### src/rtl/seq_div_mod.sv
// Multicycle restoring divider (quotient + remainder) with a start/busy/done handshake.
// Define SEQ_DIV_SIGNED_EN to add the signedMode port for two's-complement operation.
module seq_div_mod #(
    parameter int WIDTH     = 16,
    parameter int OUT_WIDTH = 32
) (
    input  logic                 clk,
    input  logic                 rst,
    input  logic                 start,
    input  logic [WIDTH-1:0]     inputA,
    input  logic [WIDTH-1:0]     inputB,
`ifdef SEQ_DIV_SIGNED_EN
    input  logic                 signedMode,
`endif
    output logic [OUT_WIDTH-1:0] quotient,
    output logic [OUT_WIDTH-1:0] remainder,
    output logic                 busy,
    output logic                 done,
    output logic                 error
);

    localparam int CW = $clog2(WIDTH + 1);

    typedef enum logic [1:0] {IDLE, RUN, DONE} state_t;

    state_t           state_reg, state_next;
    logic [CW-1:0]    count_reg, count_next;
    logic [WIDTH-1:0] rem_reg, rem_next;
    logic [WIDTH-1:0] dvd_reg, dvd_next;
    logic [WIDTH-1:0] dvs_reg, dvs_next;
    logic             zero_reg, zero_next;
    logic [WIDTH-1:0] q_reg, q_next;
    logic [WIDTH-1:0] r_reg, r_next;
    logic             qext_reg, qext_next;
    logic             rext_reg, rext_next;
    logic             error_reg, error_next;

    logic [WIDTH:0]   shifted;
    logic [WIDTH:0]   trial;
    logic             qbit;
    logic [WIDTH-1:0] rem_step;
    logic [WIDTH-1:0] quo_step;

`ifdef SEQ_DIV_SIGNED_EN
    localparam logic [WIDTH-1:0] MIN_NEG = {1'b1, {(WIDTH-1){1'b0}}};
    logic sgn_reg, sgn_next;
    logic negq_reg, negq_next;
    logic negr_reg, negr_next;
    logic ovf_reg, ovf_next;
    logic [WIDTH-1:0] q_fix, r_fix;
`endif

    always_comb begin
        state_next = state_reg;
        count_next = count_reg;
        rem_next   = rem_reg;
        dvd_next   = dvd_reg;
        dvs_next   = dvs_reg;
        zero_next  = zero_reg;
        q_next     = q_reg;
        r_next     = r_reg;
        qext_next  = qext_reg;
        rext_next  = rext_reg;
        error_next = error_reg;
`ifdef SEQ_DIV_SIGNED_EN
        sgn_next   = sgn_reg;
        negq_next  = negq_reg;
        negr_next  = negr_reg;
        ovf_next   = ovf_reg;
        q_fix      = '0;
        r_fix      = '0;
`endif
        // The dividend register shifts out its MSB and fills with quotient bits from the LSB.
        shifted  = {rem_reg, dvd_reg[WIDTH-1]};
        trial    = shifted - {1'b0, dvs_reg};
        qbit     = ~trial[WIDTH];
        rem_step = qbit ? trial[WIDTH-1:0] : shifted[WIDTH-1:0];
        quo_step = {dvd_reg[WIDTH-2:0], qbit};

        case (state_reg)
            IDLE, DONE: begin
                state_next = IDLE;
                if (start) begin
                    state_next = RUN;
                    error_next = 1'b0;
                    rem_next   = '0;
                    zero_next  = (inputB == '0);
                    // Divide-by-zero spends a single RUN cycle and then reports the error.
                    count_next = (inputB == '0) ? CW'(1) : CW'(WIDTH);
`ifdef SEQ_DIV_SIGNED_EN
                    sgn_next  = signedMode;
                    negq_next = signedMode & (inputA[WIDTH-1] ^ inputB[WIDTH-1]);
                    negr_next = signedMode & inputA[WIDTH-1];
                    ovf_next  = signedMode & (inputA == MIN_NEG) & (inputB == '1);
                    dvd_next  = (signedMode & inputA[WIDTH-1]) ? -inputA : inputA;
                    dvs_next  = (signedMode & inputB[WIDTH-1]) ? -inputB : inputB;
`else
                    dvd_next  = inputA;
                    dvs_next  = inputB;
`endif
                end
            end
            RUN: begin
                rem_next   = rem_step;
                dvd_next   = quo_step;
                count_next = count_reg - CW'(1);
                if (count_reg == CW'(1)) begin
                    state_next = DONE;
                    if (zero_reg) begin
                        q_next     = '0;
                        r_next     = '0;
                        qext_next  = 1'b0;
                        rext_next  = 1'b0;
                        error_next = 1'b1;
                    end else begin
`ifdef SEQ_DIV_SIGNED_EN
                        q_fix      = negq_reg ? -quo_step : quo_step;
                        r_fix      = negr_reg ? -rem_step : rem_step;
                        q_next     = q_fix;
                        r_next     = r_fix;
                        qext_next  = sgn_reg & q_fix[WIDTH-1];
                        rext_next  = sgn_reg & r_fix[WIDTH-1];
                        error_next = ovf_reg;
`else
                        q_next     = quo_step;
                        r_next     = rem_step;
                        qext_next  = 1'b0;
                        rext_next  = 1'b0;
                        error_next = 1'b0;
`endif
                    end
                end
            end
            default: state_next = IDLE;
        endcase
    end

    always_ff @(posedge clk) begin
        if (rst) begin
            state_reg <= IDLE;
            count_reg <= '0;
            rem_reg   <= '0;
            dvd_reg   <= '0;
            dvs_reg   <= '0;
            zero_reg  <= 1'b0;
            q_reg     <= '0;
            r_reg     <= '0;
            qext_reg  <= 1'b0;
            rext_reg  <= 1'b0;
            error_reg <= 1'b0;
`ifdef SEQ_DIV_SIGNED_EN
            sgn_reg   <= 1'b0;
            negq_reg  <= 1'b0;
            negr_reg  <= 1'b0;
            ovf_reg   <= 1'b0;
`endif
        end else begin
            state_reg <= state_next;
            count_reg <= count_next;
            rem_reg   <= rem_next;
            dvd_reg   <= dvd_next;
            dvs_reg   <= dvs_next;
            zero_reg  <= zero_next;
            q_reg     <= q_next;
            r_reg     <= r_next;
            qext_reg  <= qext_next;
            rext_reg  <= rext_next;
            error_reg <= error_next;
`ifdef SEQ_DIV_SIGNED_EN
            sgn_reg   <= sgn_next;
            negq_reg  <= negq_next;
            negr_reg  <= negr_next;
            ovf_reg   <= ovf_next;
`endif
        end
    end

    // Upper output bits replicate the extension bit (zero in unsigned mode).
    generate
        for (genvar gi = 0; gi < OUT_WIDTH; gi++) begin : g_ext
            if (gi < WIDTH) begin : g_low
                assign quotient[gi]  = q_reg[gi];
                assign remainder[gi] = r_reg[gi];
            end else begin : g_high
                assign quotient[gi]  = qext_reg;
                assign remainder[gi] = rext_reg;
            end
        end
    endgenerate

    assign busy  = (state_reg == RUN);
    assign done  = (state_reg == DONE);
    assign error = error_reg;

endmodule

### config.mk
export PLATFORM = sky130hd
export DESIGN_NAME = seq_div_mod
export DESIGN_NICKNAME = d
export VERILOG_FILES = /design/src/rtl/seq_div_mod.sv
export SDC_FILE = /design/constraint.sdc
export NUM_CORES = 1
export LEC_CHECK = 0
export CORE_MARGIN = 1
export CORE_UTILIZATION = 40
export DETAILED_ROUTE_END_ITERATION = 6
export GPL_TIMING_DRIVEN = 0
export PLACE_DENSITY = 0.75
export REMOVE_ABC_BUFFERS = 1
export SYNTH_ARGS = -nofsm -noshare
export SYNTH_HDL_FRONTEND = slang
export SYNTH_SLANG_ARGS = --single-unit
### constraint.sdc
create_clock -name clk -period 7.2 [get_ports clk]
set_input_delay 0.72 -clock clk [delete_from_list [all_inputs] [get_ports clk]]
set_output_delay 0.72 -clock clk [all_outputs]
set_load 0.01 [all_outputs]
==> impl_results.rst, run 1 <==
.. list-table::
   :header-rows: 1

   * - Metric
     - Value
   * - Biggest fanout along the worst timing path
     - 19
   * - Number of antenna cells inserted
     - 0
   * - # H-tree levels
     - 3
   * - Residual DRC
     - 0
   * - Filler cell count
     - 1065
   * - Number of buffers inserted by post-CTS setup repair
     - 0
   * - Clk_lat worst skew
     - 340 ps
   * - HP Class
     - flip-flop to flip-flop
   * - Count of state elements after synthesis
     - between 80 and 90
   * - Post-Route Skew
     - 9.420 ps
   * - Required time at the worst-slack endpoint
     - 7430 ps
   * - Post-CTS Hold Buffers
     - 0
   * - Final-report max-slew violation count
     - 0
   * - Endpoint of the most critical register-to-register path
     - rem_reg[1]
   * - Leading register cell type out of synthesis
     - sky130_fd_sc_hd__dfxtp_1
   * - TritonCTS clock tree
     - done
   * - Maximum number of pins on one net before global-route repair
     - 52
   * - Gate Count Post-Synth
     - 549
   * - Commonest non-fill, non-tap cells in the layout
     - sky130_fd_sc_hd__dfxtp_1, sky130_fd_sc_hd__nand2_1, sky130_fd_sc_hd__a21oi_1
   * - Startpoint kind of the worst setup timing path
     - flip-flop
   * - Sequential-to-total area share from yosys stat
     - 0.3899
   * - Run status
     - finished, final reports clean
   * - Share of post-route cells with drive strength above 1
     - 0.06096
   * - Post-CTS Resized
     - 0
   * - Area of the core
     - between 10000 and 15000 um^2
   * - Area of the die
     - 11850 um^2
   * - Max cap viols
     - 0
   * - Total number of vias
     - slightly below 4000
   * - RSZ-0062 raised after global routing
     - false
   * - Antenna violations before repair
     - 0
   * - Initial Utilization
     - 0.4160
   * - Total number of placement rows
     - 38
   * - Crit path to
     - rem_reg[1]
   * - Number of buffers on the longest clock path
     - 2
   * - Clock Pin Slew Worst Setup and Hold Paths
     - 70 ps
   * - Actual transition at the worst max-transition pin
     - 1237 ps
   * - GRT Overall Usage
     - 0.1897
   * - Final routed wire length divided by cell count
     - 14.29 um
   * - Via count of the first global-routing pass
     - 3743
   * - Final layout net count
     - 656
   * - Die width
     - 108.9 um
   * - Total detailed-routing wirelength
     - 10670 um
   * - Mean instance size in the synthesized netlist
     - ~8.3 um^2
   * - Global-route wire length before repair
     - 17820 um
   * - VDD IR-drop max
     - 0.0003432 V
   * - Area delta synth->final
     - 20.89%
   * - Number of buffers added on ports
     - just under 70
   * - Vias per cell
     - about 5.2
   * - Clk root buf
     - sky130_fd_sc_hd__clkbuf_16
   * - Power per unit of standard cell area
     - 403.8 nW/um^2
   * - Number of violations reported at the end of detailed-routing iteration 0
     - 108
   * - Final Critical Period
     - ~3100 ps
   * - Depth of the most critical reg-to-reg path
     - 10
   * - Number of sinks driven by the clock tree
     - 89
   * - TritonRoute pass-1 iters
     - 4
   * - Arrival time at the worst endpoint
     - 3290 ps
   * - Critical path type
     - flip-flop to flip-flop
   * - Routability Congestion
     - 0.8649
   * - Max transition margin
     - 0.1724
   * - Most common library cell in the layout ignoring fill and taps
     - sky130_fd_sc_hd__dfxtp_1
   * - Fmax
     - 327.0 MHz
   * - Detail Placement HPWL
     - between 7000 and 8000 um
   * - Number of top-level design ports
     - 102
   * - Antenna Violating Nets Remaining
     - 0
   * - Netlist Area Pre-Place
     - between 4000 and 5000 um^2
   * - Core utilization of the finished layout
     - 0.5030
   * - R2R setup slack
     - 4140 ps
   * - Leak Pwr
     - 2.112 nW
   * - Distinct cell type count of the synthesized netlist
     - 54
   * - R2r startpoint
     - dvd_reg[15]
   * - Setup Viol. Count Final
     - 0
   * - Category of the worst setup path capture point
     - flip-flop
   * - Synth async-reset ratio
     - 0
   * - Count of yosys warnings during synthesis
     - 0
   * - Hold Vio Cnt, Final
     - 0
   * - Number of synthesized flops with an enable pin
     - 0
   * - Total negative slack
     - 0 ps
   * - Total CTS buffers
     - 9
   * - Final Cycle Share
     - 0.4247
   * - Height of the die
     - 108.9 um
   * - Critical path startpoint
     - dvd_reg[15]
   * - Leftover overflow at the end of global routing
     - 0
[stage by stage]
stage | area (um^2) | power (mW) | setup WS, ps | cells | hold slack (ps)
after global routing | 5524 | 2.384 | 3908 | 747 | 472.6
after global placement | 5176 | 1.739 | 2424 | 728 | 438.6
after CTS | 5524 | 2.237 | 4105 | 747 | 457.9
after floorplan | 4310 | 1.523 | 4156 | 519 | 430.3
after detailed placement | 5238 | 1.779 | 4073 | 731 | 445.8
final | 5524 | 2.231 | 4142 | 747 | 452.0
[cell usage after synthesis (4+ instances only)]
library cell	count	area (um^2)
sky130_fd_sc_hd__dfxtp_1	89	1782
sky130_fd_sc_hd__nand4_1	4	25.02
sky130_fd_sc_hd__a22oi_1	17	127.6
sky130_fd_sc_hd__inv_1	22	82.58
sky130_fd_sc_hd__o21ai_1	5	25.02
sky130_fd_sc_hd__nor2_1	35	131.4
sky130_fd_sc_hd__nor3b_1	16	120.1
sky130_fd_sc_hd__nor2b_1	5	31.28
sky130_fd_sc_hd__a21oi_1	70	350.3
sky130_fd_sc_hd__buf_4	34	255.2
sky130_fd_sc_hd__mux2i_1	14	140.1
sky130_fd_sc_hd__clkbuf_1	24	90.09
sky130_fd_sc_hd__xor2_1	5	43.79
sky130_fd_sc_hd__nand2b_1	6	37.54
sky130_fd_sc_hd__a22o_1	6	52.55
sky130_fd_sc_hd__nand2_1	85	319.1
sky130_fd_sc_hd__xnor2_1	7	61.31
sky130_fd_sc_hd__ha_1	18	225.2
sky130_fd_sc_hd__o21ai_0	25	125.1
sky130_fd_sc_hd__a32oi_1	7	61.31
sky130_fd_sc_hd__nand3_1	8	40.04
sky130_fd_sc_hd__nor4_1	4	25.02
[kinds of logic (layout without fill, tap and decap cells)]
| logic type | Yosys count | count (layout) | synth area share |
|---|---|---|---|
| multiplexers | 14 | 14 | 0.03067 |
| adder cells (fa/ha/maj) | 19 | 19 | 0.05367 |
| AND/OR/NAND/NOR | 181 | 181 | 0.1898 |
| flip-flops | 89 | 89 | 0.3899 |
| XOR/XNOR | 14 | 14 | 0.03259 |
| buffers and inverters | 83 | 110 | 0.1002 |
| other | 1 | 32 | 0.0008207 |
| AO/OA/AOI/OAI | 148 | 148 | 0.2024 |
[power by group]
group | switching, mW | internal [mW] | leakage, nW
combinational | 0.680 | 0.492 | 1.26
sequential | 0.0585 | 0.547 | 0.724
clock | 0.212 | 0.240 | 0.128
total | 0.951 | 1.28 | 2.11
[metal layers]
metal	vias up	global-route usage	routed length, um
li1	1946	-	-
met1	1829	0.2324	4612
met2	115	0.3136	5128
met3	17	0.06037	729
met4	0	0.06178	202
met5	-	0	0
[worst min-delay path by stage]
stage,start,endpoint,slack (ps),cells after the start
global placement,r_reg[5],r_reg[5],440,2
floorplan,dvd_reg[15],dvd_reg[15],430,2
detailed placement,r_reg[9],r_reg[9],450,2
CTS,dvs_reg[6],dvs_reg[6],460,2
global route,dvs_reg[8],dvs_reg[8],470,2
finish,r_reg[11],r_reg[11],450,2
[final cells by class]
| type | count | area (um^2) | share of cell area |
|---|---|---|---|
| Clock inverter | 7 | 61.31 | 0.01110 |
| Timing Repair Buffer | 72 | 744.5 | 0.1348 |
| Clock buffer | 9 | 225.2 | 0.04077 |
| Inverter | 22 | 82.58 | 0.01495 |
| Multi-Input combinational cell | 408 | 2454 | 0.4442 |
| Tap cell | 140 | 175.2 | 0.03171 |
| Sequential cell | 89 | 1782 | 0.3225 |
[critical path, cell delays in order (launching register included)]
cell and delay (ps):
sky130_fd_sc_hd__dfxtp_1 330, sky130_fd_sc_hd__inv_1 60, sky130_fd_sc_hd__ha_1 230, sky130_fd_sc_hd__fa_1 420
sky130_fd_sc_hd__nand2b_1 200, sky130_fd_sc_hd__a21oi_1 180, sky130_fd_sc_hd__o21ai_1 180, sky130_fd_sc_hd__o21ai_4 260
sky130_fd_sc_hd__xor2_4 630, sky130_fd_sc_hd__mux2i_1 220, sky130_fd_sc_hd__a22o_1 240
(Power assumes the default switching activity.)
==> inputs of run 2 (changes only) <==
==> constraint.sdc (replaced) <==
create_clock -name clk -period 3.02 [get_ports clk]
set_input_delay 0.302 -clock clk [delete_from_list [all_inputs] [get_ports clk]]
set_output_delay 0.302 -clock clk [all_outputs]
set_load 0.01 [all_outputs]
==> impl_results.rst, run 2 (same netlist as run 1, synthesis figures left out) <==
.. list-table::
   :header-rows: 1

   * - Metric
     - Value
   * - Via count of the first global-routing pass
     - 3766
   * - Clock Pin Slew Worst Setup and Hold Paths
     - 70 ps
   * - Actual transition at the worst max-transition pin
     - 1216 ps
   * - Max cap viols
     - 0
   * - Min-Delay Path Depth
     - 2
   * - Sequential fraction of design power
     - 0.253
   * - Leftover overflow at the end of global routing
     - 0
   * - Run status
     - finished, final reports clean
   * - Hold Crit Start
     - rst
   * - Initial Utilization
     - 0.4160
   * - Worst min-delay path endpoint
     - state_reg[1]
   * - Peak per-stage delay on the critical path
     - 410 ps
   * - Power per unit of standard cell area
     - around 1000 nW/um^2
   * - Cell count along the critical path
     - 11
   * - Share of post-route cells with drive strength above 1
     - 0.06557
   * - Total number of vias
     - 3888
   * - Max transition margin
     - 0.1864
   * - Biggest fanout along the worst timing path
     - 13
   * - R2R setup slack
     - 290 ps
   * - Area occupied by multi-input gates
     - 2454 um^2
   * - Maximum number of pins on one net before global-route repair
     - 52
   * - Worst path top cell family by delay
     - compound AO/OA/AOI/OAI gates
   * - TritonRoute pass-1 iters
     - 4
   * - R2r startpoint
     - dvd_reg[15]
   * - Placement-stage cell area
     - ~5200 um^2
   * - Die width
     - about 110 um
   * - Net switching power
     - 2.347 mW
   * - Leak Pwr
     - between 2 and 2.5 nW
   * - Post-Route Skew
     - roughly 8 ps
   * - Startpoint kind of the worst setup timing path
     - flip-flop
   * - Internal power component
     - ~3.4 mW
   * - Commonest non-fill, non-tap cells in the layout
     - sky130_fd_sc_hd__dfxtp_1, sky130_fd_sc_hd__nand2_1, sky130_fd_sc_hd__a21oi_1
   * - HP Class
     - input pin to flip-flop
   * - Clk root buf
     - sky130_fd_sc_hd__clkbuf_16
   * - Final layout net count
     - 659
   * - Routability Congestion
     - 0.8649
   * - Post-placement setup slack
     - -37.91 ps
   * - Height of the die
     - about 110 um
   * - Sequential cell area
     - 1782 um^2
   * - Number of top-level design ports
     - 102
   * - VDD IR-drop max
     - roughly 0.0012 V
   * - TritonCTS clock tree
     - done
   * - Endpoint of the most critical register-to-register path
     - rem_reg[1]
   * - Slowest cell on the critical path
     - sky130_fd_sc_hd__fa_1
   * - Hold Vio Cnt, Final
     - 0
   * - Depth of the most critical reg-to-reg path
     - 11
   * - Total number of placement rows
     - 38
   * - Area delta synth->final
     - 21.93%
   * - # H-tree levels
     - 3
   * - Number of sinks driven by the clock tree
     - 89
   * - Required time at the worst-slack endpoint
     - 3300 ps
   * - Antenna violations before repair
     - 0
   * - Antenna Violating Nets Remaining
     - 0
   * - Final Cycle Share
     - 0.9047
   * - Total CTS buffers
     - 9
   * - Net switching fraction of the power
     - 0.4116
   * - Power share of the combinational group
     - 0.558
   * - Clk_lat worst skew
     - ~340 ps
   * - Setup Viol. Count Final
     - 0
   * - Global-route wire length before repair
     - 17910 um
   * - Number of violations reported at the end of detailed-routing iteration 0
     - 117
   * - Filler cell count
     - between 1000 and 1500
   * - Total power
     - ~5.7 mW
   * - GRT Overall Usage
     - 0.1908
   * - Final Critical Period
     - 2732 ps
   * - Post-CTS Hold Buffers
     - 0
   * - Critical path type
     - flip-flop to flip-flop
   * - Number of buffers added on ports
     - 69
   * - Critical path buffer and inverter count
     - 2
   * - Fmax
     - 366.0 MHz
   * - Residual DRC
     - 0
   * - Detail Placement HPWL
     - 7712 um
   * - RSZ-0062 raised after global routing
     - false
   * - Most common library cell in the layout ignoring fill and taps
     - sky130_fd_sc_hd__dfxtp_1
   * - Worst-path cell chain
     - inv_1 -> ha_1 -> fa_1 -> nand2b_1 -> a21oi_1 -> o21ai_1 -> o21ai_4 -> xor2_4 -> buf_12 -> mux2i_1 -> a22o_1
   * - Total detailed-routing wirelength
     - 10700 um
   * - Category of the worst setup path capture point
     - flip-flop
   * - Final routed wire length divided by cell count
     - between 10 and 15 um
   * - Final cell area excluding filler cells
     - 5572 um^2
   * - Area of the die
     - around 12000 um^2
   * - Arrival time at the worst endpoint
     - 3010 ps
   * - Number of antenna cells inserted
     - 0
   * - Final-report max-slew violation count
     - 0
   * - Clk pwr share
     - 0.189
   * - Area of the core
     - 10980 um^2
   * - Number of buffers on the longest clock path
     - 2
   * - Vias per cell
     - ~5.2
   * - Setup slack of the critical path after layout
     - 287.7 ps
==> run 2: cell types whose count changed in the layout (fill, tap and decap cells not counted) <==
cell / previous run / this run
sky130_fd_sc_hd__buf_12: 1 / 3
sky130_fd_sc_hd__buf_4: 0 / 1
==> run 2: per-layer routing <==
metal | GRT usage | vias to the layer above | wire length [um]
met4 | 0.06467 | 0 | 241
met3 | 0.06157 | 18 | 771
met5 | 0 | - | 0
met2 | 0.3158 | 112 | 5113
met1 | 0.2321 | 1803 | 4573
li1 | - | 1955 | -
==> run 2: repair_timing <==
item	4_1_cts	5_1_grt
endpoints found under the hold margin	0	0
buffers inserted	3	0
endpoints found under the setup margin	19	0
resized for setup	0	0
==> run 2: per-stage QoR <==
stage / util / instances / setup TNS (ps) / hold WS, ps
after floorplan: - / 519 / 0 / 371.1
after global placement: 0.4713 / 728 / -47620 / 438.6
after detailed placement: 0.4769 / 731 / -146.6 / 445.8
after CTS: 0.5073 / 750 / 0 / 301.2
after global routing: 0.5073 / 750 / 0 / 323.2
final: 0.5073 / 750 / 0 / 304.4
==> run 2: power by group through the flow <==
stage,registers [mW],clock network [mW],logic (mW)
after floorplan,1.43,0,2.20
after global placement,1.46,0,2.69
after detailed placement,1.47,0,2.78
after CTS,1.44,1.10,3.17
after global routing,1.46,1.15,3.47
final,1.44,1.08,3.18
==> run 2: final cells by class <==
cell class,count,area share
clock buffer,9,0.04042
clock inverter,7,0.01100
inverter,22,0.01482
multi-input combinational,408,0.4404
sequential,89,0.3198
tap,140,0.03144
timing repair buffer,75,0.1422
==> run 2: worst register-to-register path, cell delays in order, from the launching register on <==
cell	delay (ps)
sky130_fd_sc_hd__dfxtp_1	330
sky130_fd_sc_hd__inv_1	60
sky130_fd_sc_hd__ha_1	230
sky130_fd_sc_hd__fa_1	410
sky130_fd_sc_hd__nand2b_1	200
sky130_fd_sc_hd__a21oi_1	180
sky130_fd_sc_hd__o21ai_1	190
sky130_fd_sc_hd__o21ai_4	260
sky130_fd_sc_hd__xor2_4	180
sky130_fd_sc_hd__buf_12	180
sky130_fd_sc_hd__mux2i_1	300
sky130_fd_sc_hd__a22o_1	160
==> run 2: how the worst max path moves through the flow <==
stage	start	to	slack, ps
floorplan	state_reg[0]	count_reg[4]	380
global placement	start	count_reg[4]	-1340
detailed placement	dvd_reg[15]	rem_reg[10]	-40
CTS	dvd_reg[15]	rem_reg[10]	280
global route	count_reg[1]	r_reg[11]	50
finish	dvd_reg[15]	rem_reg[1]	290
